**config.mk**
```make
export PLATFORM = sky130hd
export DESIGN_NAME = uart_rx_fifo
export DESIGN_NICKNAME = d
export VERILOG_FILES = /design/src/rtl/uart_pkg.sv /design/src/rtl/fifo_mem.sv /design/src/rtl/uart_rx_fifo.sv
export SDC_FILE = /design/constraint.sdc
export NUM_CORES = 1
export LEC_CHECK = 0
export CORE_ASPECT_RATIO = 2
export CORE_UTILIZATION = 40
export CTS_CLUSTER_DIAMETER = 150
export DETAILED_ROUTE_END_ITERATION = 8
export SLEW_MARGIN = 25
export SYNTH_ARGS = -nofsm -noshare
export SYNTH_HDL_FRONTEND = slang
export SYNTH_HIERARCHICAL = 1
export SYNTH_SLANG_ARGS = --single-unit
```
**constraint.sdc**
```tcl
create_clock -name clk_i -period 5.1 [get_ports clk_i]
set_input_delay 1.275 -clock clk_i [delete_from_list [all_inputs] [get_ports clk_i]]
set_output_delay 1.275 -clock clk_i [all_outputs]
set_load 0.01 [all_outputs]
```
**src/rtl/uart_pkg.sv**
```systemverilog
// Shared UART constants: character width and receive FIFO sizing used by the
// receiver, transmitter, register block and the receive buffer.
package uart_pkg;

  localparam int UART_DATA_W   = 8;
  localparam int RX_FIFO_DEPTH = 16;
  localparam int RX_FIFO_AFULL = 12;

  // Pointer action taken by the receive FIFO on one clock edge.
  typedef enum logic [1:0] {
    FIFO_OP_IDLE = 2'b00,
    FIFO_OP_PUSH = 2'b01,
    FIFO_OP_POP  = 2'b10,
    FIFO_OP_BOTH = 2'b11
  } fifo_op_e;

endpackage

```
**src/rtl/fifo_mem.sv**
```systemverilog
// Simple dual-port storage array for the receive FIFO: synchronous write,
// asynchronous read so the head entry falls through without an extra cycle.
// Contents are deliberately not reset.
module fifo_mem #(
  parameter int DataWidth = 8,
  parameter int Depth     = 16
) (
  input  logic                     clk_i,
  input  logic                     we_i,
  input  logic [$clog2(Depth)-1:0] waddr_i,
  input  logic [DataWidth-1:0]     wdata_i,
  input  logic [$clog2(Depth)-1:0] raddr_i,
  output logic [DataWidth-1:0]     rdata_o
);

  logic [DataWidth-1:0] mem [Depth];

  // Write port: one entry per accepted byte.
  always_ff @(posedge clk_i) begin
    if (we_i) begin
      mem[waddr_i] <= wdata_i;
    end
  end

  assign rdata_o = mem[raddr_i];

endmodule

```
**src/rtl/uart_rx_fifo.sv**
```systemverilog
// Receive buffer behind the UART receiver: captures byte strobes into a
// circular FIFO and presents them first-word-fall-through on a valid/ready
// port, with level, empty/full/almost-full and a sticky overrun flag.
module uart_rx_fifo
  import uart_pkg::*;
#(
  parameter int DataWidth       = UART_DATA_W,
  parameter int Depth           = RX_FIFO_DEPTH,
  parameter int AlmostFullLevel = RX_FIFO_AFULL
) (
  input  logic                     clk_i,
  input  logic                     rst_i,
  input  logic                     push_i,
  input  logic [DataWidth-1:0]     push_data_i,
  input  logic                     clr_i,
  output logic                     rd_valid_o,
  input  logic                     rd_ready_i,
  output logic [DataWidth-1:0]     rd_data_o,
  output logic [$clog2(Depth):0]   count_o,
  output logic                     empty_o,
  output logic                     full_o,
  output logic                     almost_full_o,
  output logic                     overrun_o
);

  localparam int AW = $clog2(Depth);
  localparam int PW = AW + 1;

  // Pointers carry an extra wrap bit so full and empty are distinguishable
  // when the indices coincide.
  logic [PW-1:0] wr_ptr;
  logic [PW-1:0] rd_ptr;
  logic          overrun_q;

  logic          empty;
  logic          full;
  logic          do_pop;
  logic          do_push;
  logic          drop;
  fifo_op_e      op;

  // Decode this cycle's pointer action; a pop frees the slot a full-FIFO push needs.
  always_comb begin
    empty   = (wr_ptr == rd_ptr);
    full    = (wr_ptr[AW-1:0] == rd_ptr[AW-1:0]) && (wr_ptr[AW] != rd_ptr[AW]);
    do_pop  = rd_ready_i && !empty;
    do_push = push_i && (!full || do_pop);
    drop    = push_i && full && !do_pop;
    op      = fifo_op_e'({do_pop, do_push});
  end

  // Pointer and overrun state; flush outranks any coincident push or pop.
  always_ff @(posedge clk_i or posedge rst_i) begin
    if (rst_i) begin
      wr_ptr    <= '0;
      rd_ptr    <= '0;
      overrun_q <= 1'b0;
    end else if (clr_i) begin
      wr_ptr    <= '0;
      rd_ptr    <= '0;
      overrun_q <= 1'b0;
    end else begin
      unique case (op)
        FIFO_OP_PUSH: wr_ptr <= wr_ptr + PW'(1);
        FIFO_OP_POP:  rd_ptr <= rd_ptr + PW'(1);
        FIFO_OP_BOTH: begin
          wr_ptr <= wr_ptr + PW'(1);
          rd_ptr <= rd_ptr + PW'(1);
        end
        default: ;
      endcase
      if (drop) begin
        overrun_q <= 1'b1;
      end
    end
  end

  fifo_mem #(
    .DataWidth (DataWidth),
    .Depth     (Depth)
  ) u_mem (
    .clk_i   (clk_i),
    .we_i    (do_push && !clr_i),
    .waddr_i (wr_ptr[AW-1:0]),
    .wdata_i (push_data_i),
    .raddr_i (rd_ptr[AW-1:0]),
    .rdata_o (rd_data_o)
  );

  // Status is derived only from registered pointers, never from push_i/rd_ready_i.
  assign count_o       = wr_ptr - rd_ptr;
  assign empty_o       = empty;
  assign full_o        = full;
  assign rd_valid_o    = !empty;
  assign almost_full_o = (count_o >= PW'(AlmostFullLevel));
  assign overrun_o     = overrun_q;

endmodule

```
==> run metrics <==
run status=finished, final reports clean; Synth-to-Final Area Change=19.1%; final worst slack=between 0.8 and 0.9 ns; fmax=about 0.23 GHz; GRT Residual Overflow=0; worst-margin pin slew=between 0.9 and 1 ns; share of the yosys chip area belonging to registers=0.713; setup repair bufs after CTS=0; critical path startpoint category=register; share of the synthesized area in the top cell type=0.666; register share of total power=0.437; Die Width=between 80 and 90 um; Detailed Place HPWL=approximately 8100 um; initial cell density of the core=0.413; worst path required time=3.83 ns; max-capacitance violation count=0; drt first pass iters=5; fraction of final layout cells with drive strength greater than 1=0.174; total wire length=between 10,000 and 15,000 um; I/O pin total=31; fin. max-slew vios=0; ant diodes=0; total via count after detailed routing=2,945; worst setup path category=reg -> out; count of unique library cells instantiated by Yosys=40; final hold vios=0; H-tree levels=4; GRT Total Usage=0.178; CTS resizes=0; clock period minus worst slack=roughly 4.3 ns; clock latency on the worst-skew pair=approximately 0.41 ns; net count reported at finish=370; floorplan die area=approximately 15,000 um^2; number of placement rows=around 60; clock tree root buffer cell=clkbuf_16; final routed wire length divided by cell count=between 20 and 25 um; CTS tree=built; Worst Hold Depth=2; buffer depth of the longest clock path=2; setup total negative slack=0 ns; end point of the worst hold path=overrun_o; unrepaired setup endpoints after global routing=false; count of buffers from port buffering=30; Worst Clk Skew=0.0122 ns; period utilisation layout=0.838; # fillers=1,160; total power after layout=approximately 3000 uW; synthesized netlist net count=326; Seq cells post-synth=~140; hold bufs inserted after CTS=0; number of global-route vias before repair=3,114; average vias per placed instance=around 5.3; cell type contributing the most total cell area after synthesis=edfxtp_1; kind of end point of the critical path=output pin; area of the core=14,000 um^2; part of the power in the clock network=0.426; wire length of the first global-routing pass=18,300 um; main area contributors after synthesis=edfxtp_1, mux4_2, mux4_1; Yosys warning count=6; Critical Path AT=approximately 3.0 ns; worst setup slack for register-to-register paths=1.70 ns; worst max-slew margin expressed relative to the limit=0.376; worst-path fanout max=10; routability congestion estimate from global placement=about 0.79; crit path from=wr_ptr[0]; launch point of the worst reg-to-reg path=rd_ptr[1]; post-route core utilization=0.492; count of cells along the worst register-to-register path=7; number of antenna violations at the first check in global routing=0; power per unit of standard cell area=428 nW/um^2; residual antenna-violating net count after detailed routing=0; hold path start=overrun_o; number of failing setup endpoints in the final timing report=0; CTS clock-pin slew for the worst setup and hold paths=~0.06 ns; worst-case vdd ir drop=around 0.26 mV; number of buffers inserted during clock tree synthesis=17; Leakage=approximately 0.0022 uW; Sw Share=0.234; Post-Place Setup Slack=between 1 and 1.5 ns; Cell Area, Synth=a little under 6000 um^2; count of mapped cells out of synthesis=~310; clk sink count=139; power dissipated by switching net loads=about 700 uW; Starting DRT DRC Count=approximately 200; internal power summed over all cells=2250 uW; # DRC=0; Mapped Avg Cell Area=between 15 and 20 um^2; Comb pwr share=0.137; class of the worst hold path=reg -> reg; die height=between 150 and 200 um; pin count of the biggest net entering global routing=25; reg-to-reg endpoint=u_mem/mem[2][1]
## registers in the layout, summed over array words and instances (netlist names)
register	count
u_mem/mem	128
rd_ptr	5
wr_ptr	5
overrun_o	1
## layout by cell type (no fill, tap or decap), types with 2 or more instances in the layout
cell / instances
nand3_1: 4
nand2b_1: 3
clkinvlp_4: 3
xnor2_1: 3
mux4_1: 14
or3_1: 3
nor2b_1: 3
a21oi_1: 5
nand2_1: 11
xor2_1: 4
mux2i_1: 2
o21ai_0: 6
nor2_1: 24
dfrtp_1: 10
edfxtp_1: 128
inv_6: 7
a22oi_1: 16
bufinv_16: 3
nand3b_1: 2
buf_4: 6
clkdlybuf4s50_1: 30
clkbuf_16: 17
mux4_2: 18
nor3_1: 5
inv_1: 12
ha_1: 6
## cells in the mapped netlist (all sizes together)
master and number:
edfxtp 128, nand2b 3, ha 6, or3b 1, nand3b 2, a211o 1
inv 12, nor3 5, and4 1, xor2 5, xnor2 4, mux2i 2
and2b 1, nand3 4, a21oi 5, or3 3, and3 1, o21ai 7
o211ai 1, mux4 32, nor2b 3, nand4 1, o31ai 1, o221ai 1
o311ai 1, nor2 24, dfrtp 11, a22oi 16, clkdlybuf4s25 3, and2 1
fa 1, clkbuf 1, buf 7, nand2 11
## routing by layer
layer  GRT usage  vias up  wire length, um
met5           0        -                0
met4      0.0725        0              228
met3      0.0368       17              365
met2       0.329       80             6910
met1       0.195     1518             4420
li1            -     1330                -
## power by group through the flow
stage,clock network [uW],registers [uW],logic [uW]
final,1250,1290,402
after global placement,0,1310,405
after CTS,1270,1290,413
after global routing,1320,1290,435
after floorplan,0,1290,273
after detailed placement,0,1310,411
## worst max path at each step
stage / to / slack (ns) / cells after the start
floorplan: almost_full_o / 1.91 / 7
global placement: rd_data_o[2] / 1.21 / 5
detailed placement: u_mem/mem[2][3] / 1.17 / 5
CTS: rd_data_o[0] / 0.78 / 5
global route: rd_data_o[2] / 0.66 / 5
finish: almost_full_o / 0.83 / 8
## metrics by stage
step / hold slack, ns / cells / cell area (um^2)
after floorplan: 0.526 / 306 / 5770
after global placement: 0.490 / 520 / 6270
after detailed placement: 0.496 / 520 / 6270
after CTS: 0.513 / 551 / 6880
after global routing: 0.555 / 551 / 6880
final: 0.505 / 551 / 6880
## worst max-delay path: stages, from the launching register on
cell,delay (ns)
dfrtp_1,0.53
inv_1,0.13
ha_1,0.28
fa_1,0.41
xnor2_1,0.26
inv_1,0.07
a211o_1,0.26
o221ai_1,0.07
clkdlybuf4s50_1,0.57
## area by class of cell
| class | count | area (um^2) | area share |
|---|---|---|---|
| clock inverters | 14 | 183 | 0.0266 |
| multi-input cells | 144 | 1520 | 0.221 |
| repair buffers | 36 | 345 | 0.0502 |
| flip-flops and latches | 139 | 4120 | 0.599 |
| well taps | 189 | 236 | 0.0344 |
| clock buffers | 17 | 425 | 0.0619 |
| inverters | 12 | 45.0 | 0.00655 |
## cell families after synthesis
group / synth area share
mux: 0.137
flops: 0.713
xor+xnor: 0.0163
buf+inv: 0.0234
simple gates: 0.0518
compound gates: 0.0414
fa+ha+maj: 0.0165
Power figures use the tool's default switching activity.
